## src/rtl/dca_matrix_lsu_store_packer.sv

```systemverilog
// Store-side row packer for the matrix LSU.
// Saturates or wraps each LSU element to the memory element width (2^lsa_p3 bits),
// packs the row densely with byte strobes, and presents it through a
// 2-entry skid buffer (main output register + skid register).
module dca_matrix_lsu_store_packer #(
  parameter int MATRIX_NUM_COL = 4,
  parameter int BW_LSU_ELEMENT = 32,
  parameter int BW_TXN_INFO    = 8,
  parameter int BW_ROW_BUF     = 32 * MATRIX_NUM_COL
) (
  input  logic                                     clk,
  input  logic                                     rstnn,
  input  logic                                     clear,
  input  logic                                     enable,
  input  logic [2:0]                               sinfo_lsa_p3,
  input  logic                                     sinfo_is_signed,
  input  logic                                     sinfo_saturate,
  input  logic                                     sreq_valid,
  output logic                                     sreq_ready,
  input  logic [BW_LSU_ELEMENT*MATRIX_NUM_COL-1:0] sreq_row,
  input  logic [BW_TXN_INFO-1:0]                   sreq_txn_info,
  output logic                                     wbuf_valid,
  input  logic                                     wbuf_ready,
  output logic [BW_ROW_BUF-1:0]                    wbuf_data,
  output logic [BW_ROW_BUF/8-1:0]                  wbuf_strb,
  output logic [BW_TXN_INFO-1:0]                   wbuf_txn_info,
  output logic                                     ovf_sticky
);

  localparam int NUM_BYTES = BW_ROW_BUF / 8;

  logic [2:0]                lsa_eff;
  int                        w_bits;
  logic [31:0]               w_mask;
  logic [BW_LSU_ELEMENT-1:0] lo_ext;
  logic [BW_LSU_ELEMENT-1:0] sg_ext;
  logic [BW_LSU_ELEMENT-1:0] elem;
  logic [BW_LSU_ELEMENT-1:0] elem_hi;
  logic                      elem_ovf;
  logic [31:0]               elem_val;
  logic [BW_ROW_BUF-1:0]     pack_data;
  logic [NUM_BYTES-1:0]      pack_strb;
  logic                      pack_ovf;

  logic                      m_valid;
  logic [BW_ROW_BUF-1:0]     m_data;
  logic [NUM_BYTES-1:0]      m_strb;
  logic [BW_TXN_INFO-1:0]    m_txn;
  logic                      s_valid;
  logic [BW_ROW_BUF-1:0]     s_data;
  logic [NUM_BYTES-1:0]      s_strb;
  logic [BW_TXN_INFO-1:0]    s_txn;
  logic                      ovf_q;
  logic                      accept;

  // Ready depends only on the skid flop, never on wbuf_ready.
  assign sreq_ready    = enable & ~s_valid;
  assign accept        = sreq_valid & sreq_ready & ~clear;
  assign wbuf_valid    = m_valid;
  assign wbuf_data     = m_data;
  assign wbuf_strb     = m_strb;
  assign wbuf_txn_info = m_txn;
  assign ovf_sticky    = ovf_q;

  // Combinational saturate/truncate/pack of the incoming row with its own sinfo.
  always_comb begin
    lsa_eff   = (sinfo_lsa_p3 > 3'd5) ? 3'd5 : sinfo_lsa_p3;
    w_bits    = 1 << lsa_eff;
    case (lsa_eff)
      3'd0:    w_mask = 32'h0000_0001;
      3'd1:    w_mask = 32'h0000_0003;
      3'd2:    w_mask = 32'h0000_000F;
      3'd3:    w_mask = 32'h0000_00FF;
      3'd4:    w_mask = 32'h0000_FFFF;
      default: w_mask = 32'hFFFF_FFFF;
    endcase
    lo_ext    = BW_LSU_ELEMENT'(w_mask);
    sg_ext    = BW_LSU_ELEMENT'(w_mask >> 1);
    pack_data = '0;
    pack_strb = '0;
    pack_ovf  = 1'b0;
    elem      = '0;
    elem_hi   = '0;
    elem_ovf  = 1'b0;
    elem_val  = '0;
    for (int i = 0; i < MATRIX_NUM_COL; i++) begin
      elem = sreq_row[BW_LSU_ELEMENT*i +: BW_LSU_ELEMENT];
      if (sinfo_is_signed) begin
        // In range iff everything from bit W-1 upward is a pure sign extension.
        elem_hi  = elem & ~sg_ext;
        elem_ovf = (elem_hi != '0) && (elem_hi != ~sg_ext);
        if (sinfo_saturate && elem_ovf)
          elem_val = elem[BW_LSU_ELEMENT-1] ? ((w_mask >> 1) + 32'd1) : (w_mask >> 1);
        else
          elem_val = elem[31:0] & w_mask;
      end else begin
        elem_hi  = elem & ~lo_ext;
        elem_ovf = (elem_hi != '0);
        elem_val = (sinfo_saturate && elem_ovf) ? w_mask : (elem[31:0] & w_mask);
      end
      pack_data = pack_data | (BW_ROW_BUF'(elem_val) << (w_bits * i));
      pack_ovf  = pack_ovf | elem_ovf;
    end
    for (int b = 0; b < NUM_BYTES; b++)
      pack_strb[b] = ((8 * b) < (w_bits * MATRIX_NUM_COL));
  end

  // Main/skid registers and sticky overflow; clear wins over every handshake.
  always_ff @(posedge clk or negedge rstnn) begin
    if (!rstnn) begin
      m_valid <= 1'b0;
      m_data  <= '0;
      m_strb  <= '0;
      m_txn   <= '0;
      s_valid <= 1'b0;
      s_data  <= '0;
      s_strb  <= '0;
      s_txn   <= '0;
      ovf_q   <= 1'b0;
    end else if (clear) begin
      m_valid <= 1'b0;
      s_valid <= 1'b0;
      ovf_q   <= 1'b0;
    end else begin
      if (accept && pack_ovf)
        ovf_q <= 1'b1;
      if (!m_valid || wbuf_ready) begin
        if (s_valid) begin
          m_valid <= 1'b1;
          m_data  <= s_data;
          m_strb  <= s_strb;
          m_txn   <= s_txn;
          s_valid <= 1'b0;
        end else begin
          m_valid <= accept;
          if (accept) begin
            m_data <= pack_data;
            m_strb <= pack_strb;
            m_txn  <= sreq_txn_info;
          end
        end
      end else if (accept) begin
        s_valid <= 1'b1;
        s_data  <= pack_data;
        s_strb  <= pack_strb;
        s_txn   <= sreq_txn_info;
      end
    end
  end

endmodule

```

## config.mk

```make
export PLATFORM = sky130hd
export DESIGN_NAME = dca_matrix_lsu_store_packer
export DESIGN_NICKNAME = d
export VERILOG_FILES = /design/src/rtl/dca_matrix_lsu_store_packer.sv
export SDC_FILE = /design/constraint.sdc
export NUM_CORES = 1
export LEC_CHECK = 0
export ABC_AREA = 1
export BUFFER_PORTS_ARGS = -buffer_cell sky130_fd_sc_hd__buf_4
export CORE_ASPECT_RATIO = 0.5
export CORE_MARGIN = 2
export CORE_UTILIZATION = 28
export DETAILED_ROUTE_END_ITERATION = 10
export PLACE_DENSITY_LB_ADDON = 0.05
export SLEW_MARGIN = 20
export SYNTH_ARGS = -nofsm -noshare
export SYNTH_HDL_FRONTEND = slang
export SYNTH_SLANG_ARGS = --single-unit
```

## constraint.sdc

```tcl
create_clock -name clk -period 2.2 [get_ports clk]
set_input_delay 0.33 -clock clk [delete_from_list [all_inputs] [get_ports clk]]
set_output_delay 0.33 -clock clk [all_outputs]
set_load 0.01 [all_outputs]
```

Yosys cells after proc, flatten, opt, wreduce, memory -nomap -nowiden
Cells that the tools add are included.

Reductions and logical operators: 30. Add/sub/neg operators: 1. Multipliers: 1. Shift operators: 4. Multiplexer cells: 36. Bitwise logic cells: 26. $lt $le $gt $ge: 17. Equality and inequality tests: 8.

Operators by type and width (number): $mux 32 (16); $and 32x32->32 (12); $shl 32x32->128 (3); $lt 8x32->1 const A (8); $mux 128 (2); $or 128x128->128 (2); $reduce_bool 32->1 (8); $pmux 32 s5 (1); $lt 7x32->1 const A (4); $ne 32x32->1 (4); $or 32x128->128 (1); $lt 6x32->1 const A (2); $add 31x1->32 const B (1); $lt 1x32->1 const A (1); $lt 5x32->1 const A (1); $mul 32x3->32 const B (1); $mux 16 (2); $not 31->32 (1); $not 32->32 (1); $shl 1x3->32 const A (1); $mux 8 (2); $logic_and 1x1->1 (13); $mux 1 (12); $eq 3x2->1 const B (2); other kinds (13) (22).

Input port bits: 147. Logic and storage cells: 132. Register bits after elaboration: 307. Output and inout bits: 155.

Logic depth before layout (Yosys ltp)
Depth in word-level cells: 17. Gate-level depth with buffers: 35. Gate-level depth less buffers: 31.

Least setup slack after synthesis
OpenSTA, ideal clock, no wires.

Path type: input to register. Start point: input sinfo_lsa_p3[2]. End point: register s_data[25]. Setup slack: -2124 ps. Arrival: 4194 ps. Stages: 34. Data required time: 2070 ps. Path through: clkbuf_1 -> nor2_1 -> inv_1 -> nor2_1 -> inv_1 -> clkbuf_1 -> clkbuf_1 -> ha_1 -> inv_1 -> nor2_2 -> nor2_4 -> buf_4 -> nand2_2 -> buf_2 -> ha_1 -> inv_1 -> nand2_1 -> nand2_1 -> o21ai_0 -> inv_1 -> nand4_1 -> nand3_1 -> nand3_1 -> nand2_1 -> nand2_1 -> nand2_1 -> a21oi_2 -> nand2_1 -> nand2_1 -> nand2_1 -> nor2_1 -> nand2_1 -> nand2_1 -> o21ai_0.

Word-level cells in the longest chain between the ends: 15.

RTL lines: start, declared (RTL line 15) `input logic [2:0] sinfo_lsa_p3,`; $gt 3x3->1 (RTL line 67) `lsa_eff = (sinfo_lsa_p3 > 3'd5) ? 3'd5 : sinfo_lsa_p3;`; $mux 3 (*) (RTL line 67); branches (longest 12 deep; another with $mul 32x3->32); $or 128x128->128 (*) (RTL line 101) `pack_data = pack_data | (BW_ROW_BUF'(elem_val) << (w_bits * i));`; end signal, assigned (RTL line 144) `s_data <= pack_data;`; end, declared (RTL line 50) `logic [BW_ROW_BUF-1:0] s_data;`.

Every way passes the cells marked *. A chain may end at the register's enable or synchronous reset.

Worst setup path after layout
Start point: input sinfo_lsa_p3[1]. End point: register s_data[101].

The elaborated chain is that of the path after synthesis.

==> metrics.txt <==
RSZ-0062 raised after global routing yes; Setup CP Type in -> reg; Max Cap Viol 0; Placed Cells 6041; CP Max Fanout 7; Int Power 15.8 mW; Post-synth ARST share 100%; fmax 305 MHz; Synth cell types 59; Final Non-Filler Cells 6239; failing checks setup timing; initial antenna violation count 6; drt pass-1 iters 6; Critical Path End Type register; io pins 302; Nets 5216; Mapped Cells 4086; Leakage Power 21.2 nW; clock latency on the worst-skew pair 0.58 ns; status finished with violations; Initial DRC Count 3283; final instance area 42600 µm²; largest net degree at the start of global routing 105; Comb power frac 51.1%; Reg power frac 27.2%; number of vias per cell 5.32; routability cong. 1.02; slowest cell delay on critical path 0.19 ns; root buffer cell clkbuf_16; worst-case reg-to-reg path depth 10; arrival time worst endpoint 3.76 ns; slowest CP cell nor2_1; YS warnings 0; Final Hold Vio Count 0; Die ar. 89900 µm²; final setup fails 260; DR vias 33200; Syn Std Cell Area 24500 µm²; most common flop cell mapped by yosys dfrtp_1; Placed Area 33900 µm²; R2R setup slack -0.03 ns; Worst path most repeated cell nand2_2; vias in the first global route 31300; startpoint types primary input; first-pass GRT wire length 221000 µm; worst setup path startpoint sinfo_lsa_p3[1]; hold-critical path depth 4; H-Tree Depth 2; Slew @ Worst Pin 1.09 ns; Post-DP HPWL 121000 µm; hold_sp wbuf_ready; GRT Total Usage 33.4%; setup_tns -234.00 ns; Clk pin slew, worst setup/hold paths 0.06 ns; clock sink count 301; row count 76; Net Sw Frac 42.1%; starting density of the core 28.3%; Final Util 49.3%; max-slew violation count 0; P per Cell Area 641 nW/µm²; Worst R2R End wbuf_data[59]$_DFFE_PN0P_; Die H 213 µm; port bufs 301; total routed wirelength 156000 µm; Worst slew margin 27.3%; Seq/Total Area, Yosys 30.8%; Die W 422 µm; share of cells above drive strength 1 44.3%; wire per inst 25.0 µm; CTS tree built; Peak VDD IR 0.446 mV; period utilization 149%; Final WS setup -1.08 ns; Remaining DRCs 0; syn avg cell area 5.99 µm²; clock share of power 21.8%; final hold slack 0.142 ns; clock buffer count from CTS 35; Detail Route Antenna Nets 0; Final min period 3.28 ns; Clock Path Buffers 3; Hold EP s_valid$_DFFE_PN0P_; min-delay worst type in -> reg; Area growth syn-to-layout 74.2%; Worst Skew 0.0272 ns; grt total ovfl 0; Core ar. 86300 µm²; EDFF count, synth 0; flops & latches, synth 301; net load switching power 11.5 mW; critical path data required time 2.67 ns; R2R Path Start s_valid$_DFFE_PN0P_
-- metrics by stage --
stage / worst slack (ns) / power (mW)
after floorplan: -1.32 / 12.1
after global placement: -2.44 / 18.2
after detailed placement: -2.35 / 18.2
after CTS: -0.988 / 25.3
after global routing: -1.18 / 28.6
final: -1.08 / 27.3
-- worst max-delay path by stage --
stage | endpoint | cells past startpoint | slack [ns]
detailed placement | wbuf_data[14]$_DFFE_PN0P_ | 23 | -2.35
finish | s_data[101]$_DFFE_PN0P_ | 30 | -1.08
CTS | wbuf_data[88]$_DFFE_PN0P_ | 31 | -0.99
floorplan | wbuf_data[13]$_DFFE_PN0P_ | 33 | -1.32
global placement | wbuf_data[14]$_DFFE_PN0P_ | 23 | -2.44
global route | wbuf_data[69]$_DFFE_PN0P_ | 31 | -1.18
-- layer usage --
metal  track usage, %  vias to the layer above  wire length, µm
met5                0                        -               25
met4             6.87                        4             3620
met3             5.73                      184            13000
met2             49.5                     1283            65400
met1             50.4                    16300            74000
li1                 -                    15400                -
-- cell type report --
type	count	area [µm²]
Inverter	280	1110
Antenna cell	3	7.51
Tap cell	1170	1460
Sequential cell	301	7540
Fill cell	8756	43700
Timing Repair Buffer	1192	10700
Clock inverter	8	86.3
Multi-Input combinational cell	3232	20700
Clock buffer	53	1040
-- synthesized netlist by cell type (4+ instances only) --
cell type | instances | share of area, %
nand2_1 | 1482 | 23
nand3_1 | 605 | 12
o21ai_0 | 315 | 6.4
dfrtp_1 | 301 | 31
inv_1 | 262 | 4.0
nor2_1 | 248 | 3.8
a21oi_1 | 199 | 4.1
clkbuf_1 | 193 | 3.0
nand4_1 | 104 | 2.7
o21ai_1 | 54 | 1.1
buf_1 | 51 | 0.78
a31oi_1 | 44 | 1.1
buf_2 | 28 | 0.57
ha_1 | 26 | 1.3
o21a_1 | 16 | 0.49
nor3_1 | 14 | 0.29
o211ai_1 | 14 | 0.43
inv_2 | 13 | 0.20
a21o_1 | 9 | 0.28
mux2i_1 | 7 | 0.29
a21boi_0 | 6 | 0.18
buf_4 | 6 | 0.18
or2_1 | 6 | 0.15
or2_2 | 6 | 0.15
xor2_1 | 6 | 0.21
clkinv_1 | 5 | 0.077
nand2_2 | 5 | 0.13
nand3_2 | 4 | 0.16
-- critical path: cells and delay by family --
kind	cells	cell delay, ns
AND/OR/NAND/NOR	17	1.90
buffers and inverters	10	1.16
adder cells (fa/ha/maj)	1	0.17
AO/OA/AOI/OAI	2	0.15
-- registers in the layout, summed over array words and instances (netlist names) --
name           cells
ovf_sticky         1
s_data           128
s_strb            13
s_txn              8
s_valid            1
wbuf_data        128
wbuf_strb         13
wbuf_txn_info      8
wbuf_valid         1
-- layout by cell type (no fill, tap or decap), types with 15 or more instances in the layout --
master | synthesis | layout
nand4_1 | 104 | 104
nand2_4 | 2 | 140
o21a_1 | 16 | 15
buf_12 | 0 | 77
ha_1 | 26 | 15
nor2_1 | 248 | 195
nand3_4 | 1 | 147
a21oi_2 | 2 | 32
o21ai_2 | 0 | 52
a31oi_1 | 44 | 32
buf_4 | 6 | 978
nor2_2 | 2 | 24
inv_2 | 13 | 31
o21ai_4 | 0 | 21
nand3_2 | 4 | 198
nand2_2 | 5 | 236
nand3_1 | 605 | 267
o21ai_1 | 54 | 109
inv_1 | 262 | 229
a21oi_1 | 199 | 156
buf_6 | 3 | 104
nand2_1 | 1482 | 1106
clkbuf_16 | 0 | 40
dfrtp_1 | 301 | 300
nor2_4 | 3 | 34
o21ai_0 | 315 | 187
-- what timing repair did --
item                                   4_1_cts  5_1_grt
endpoints found under the hold margin       38        0
setup endpoints to repair                  272      268
pin swaps                                   73      301
resized for setup                          566      963
hold buffers                                10        0
buffers inserted                            76       50
cloned                                      10        6
-- power by group through the flow --
| stage | clock network (mW) | logic, mW | registers, mW |
|---|---|---|---|
| after floorplan | 0 | 4.49 | 7.59 |
| after global placement | 0 | 10.7 | 7.50 |
| after detailed placement | 0 | 10.7 | 7.50 |
| after CTS | 6.05 | 11.8 | 7.44 |
| after global routing | 6.25 | 14.8 | 7.55 |
| final | 5.94 | 14.0 | 7.42 |
-- logic make-up (layout without fill, tap and decap cells) --
family	Yosys count	after routing	synth area share, %
muxes	7	7	0.286
xor gates and xnor gates	7	7	0.251
other	2	11	0.0307
AOI/OAI and AO/OA	685	685	15.1
buffers and inverters	561	1533	8.94
and+or+nand+nor	2496	2498	43.2
DFF	301	301	30.8
adders and majority gates	27	27	1.41
(Power assumes the default switching activity.)
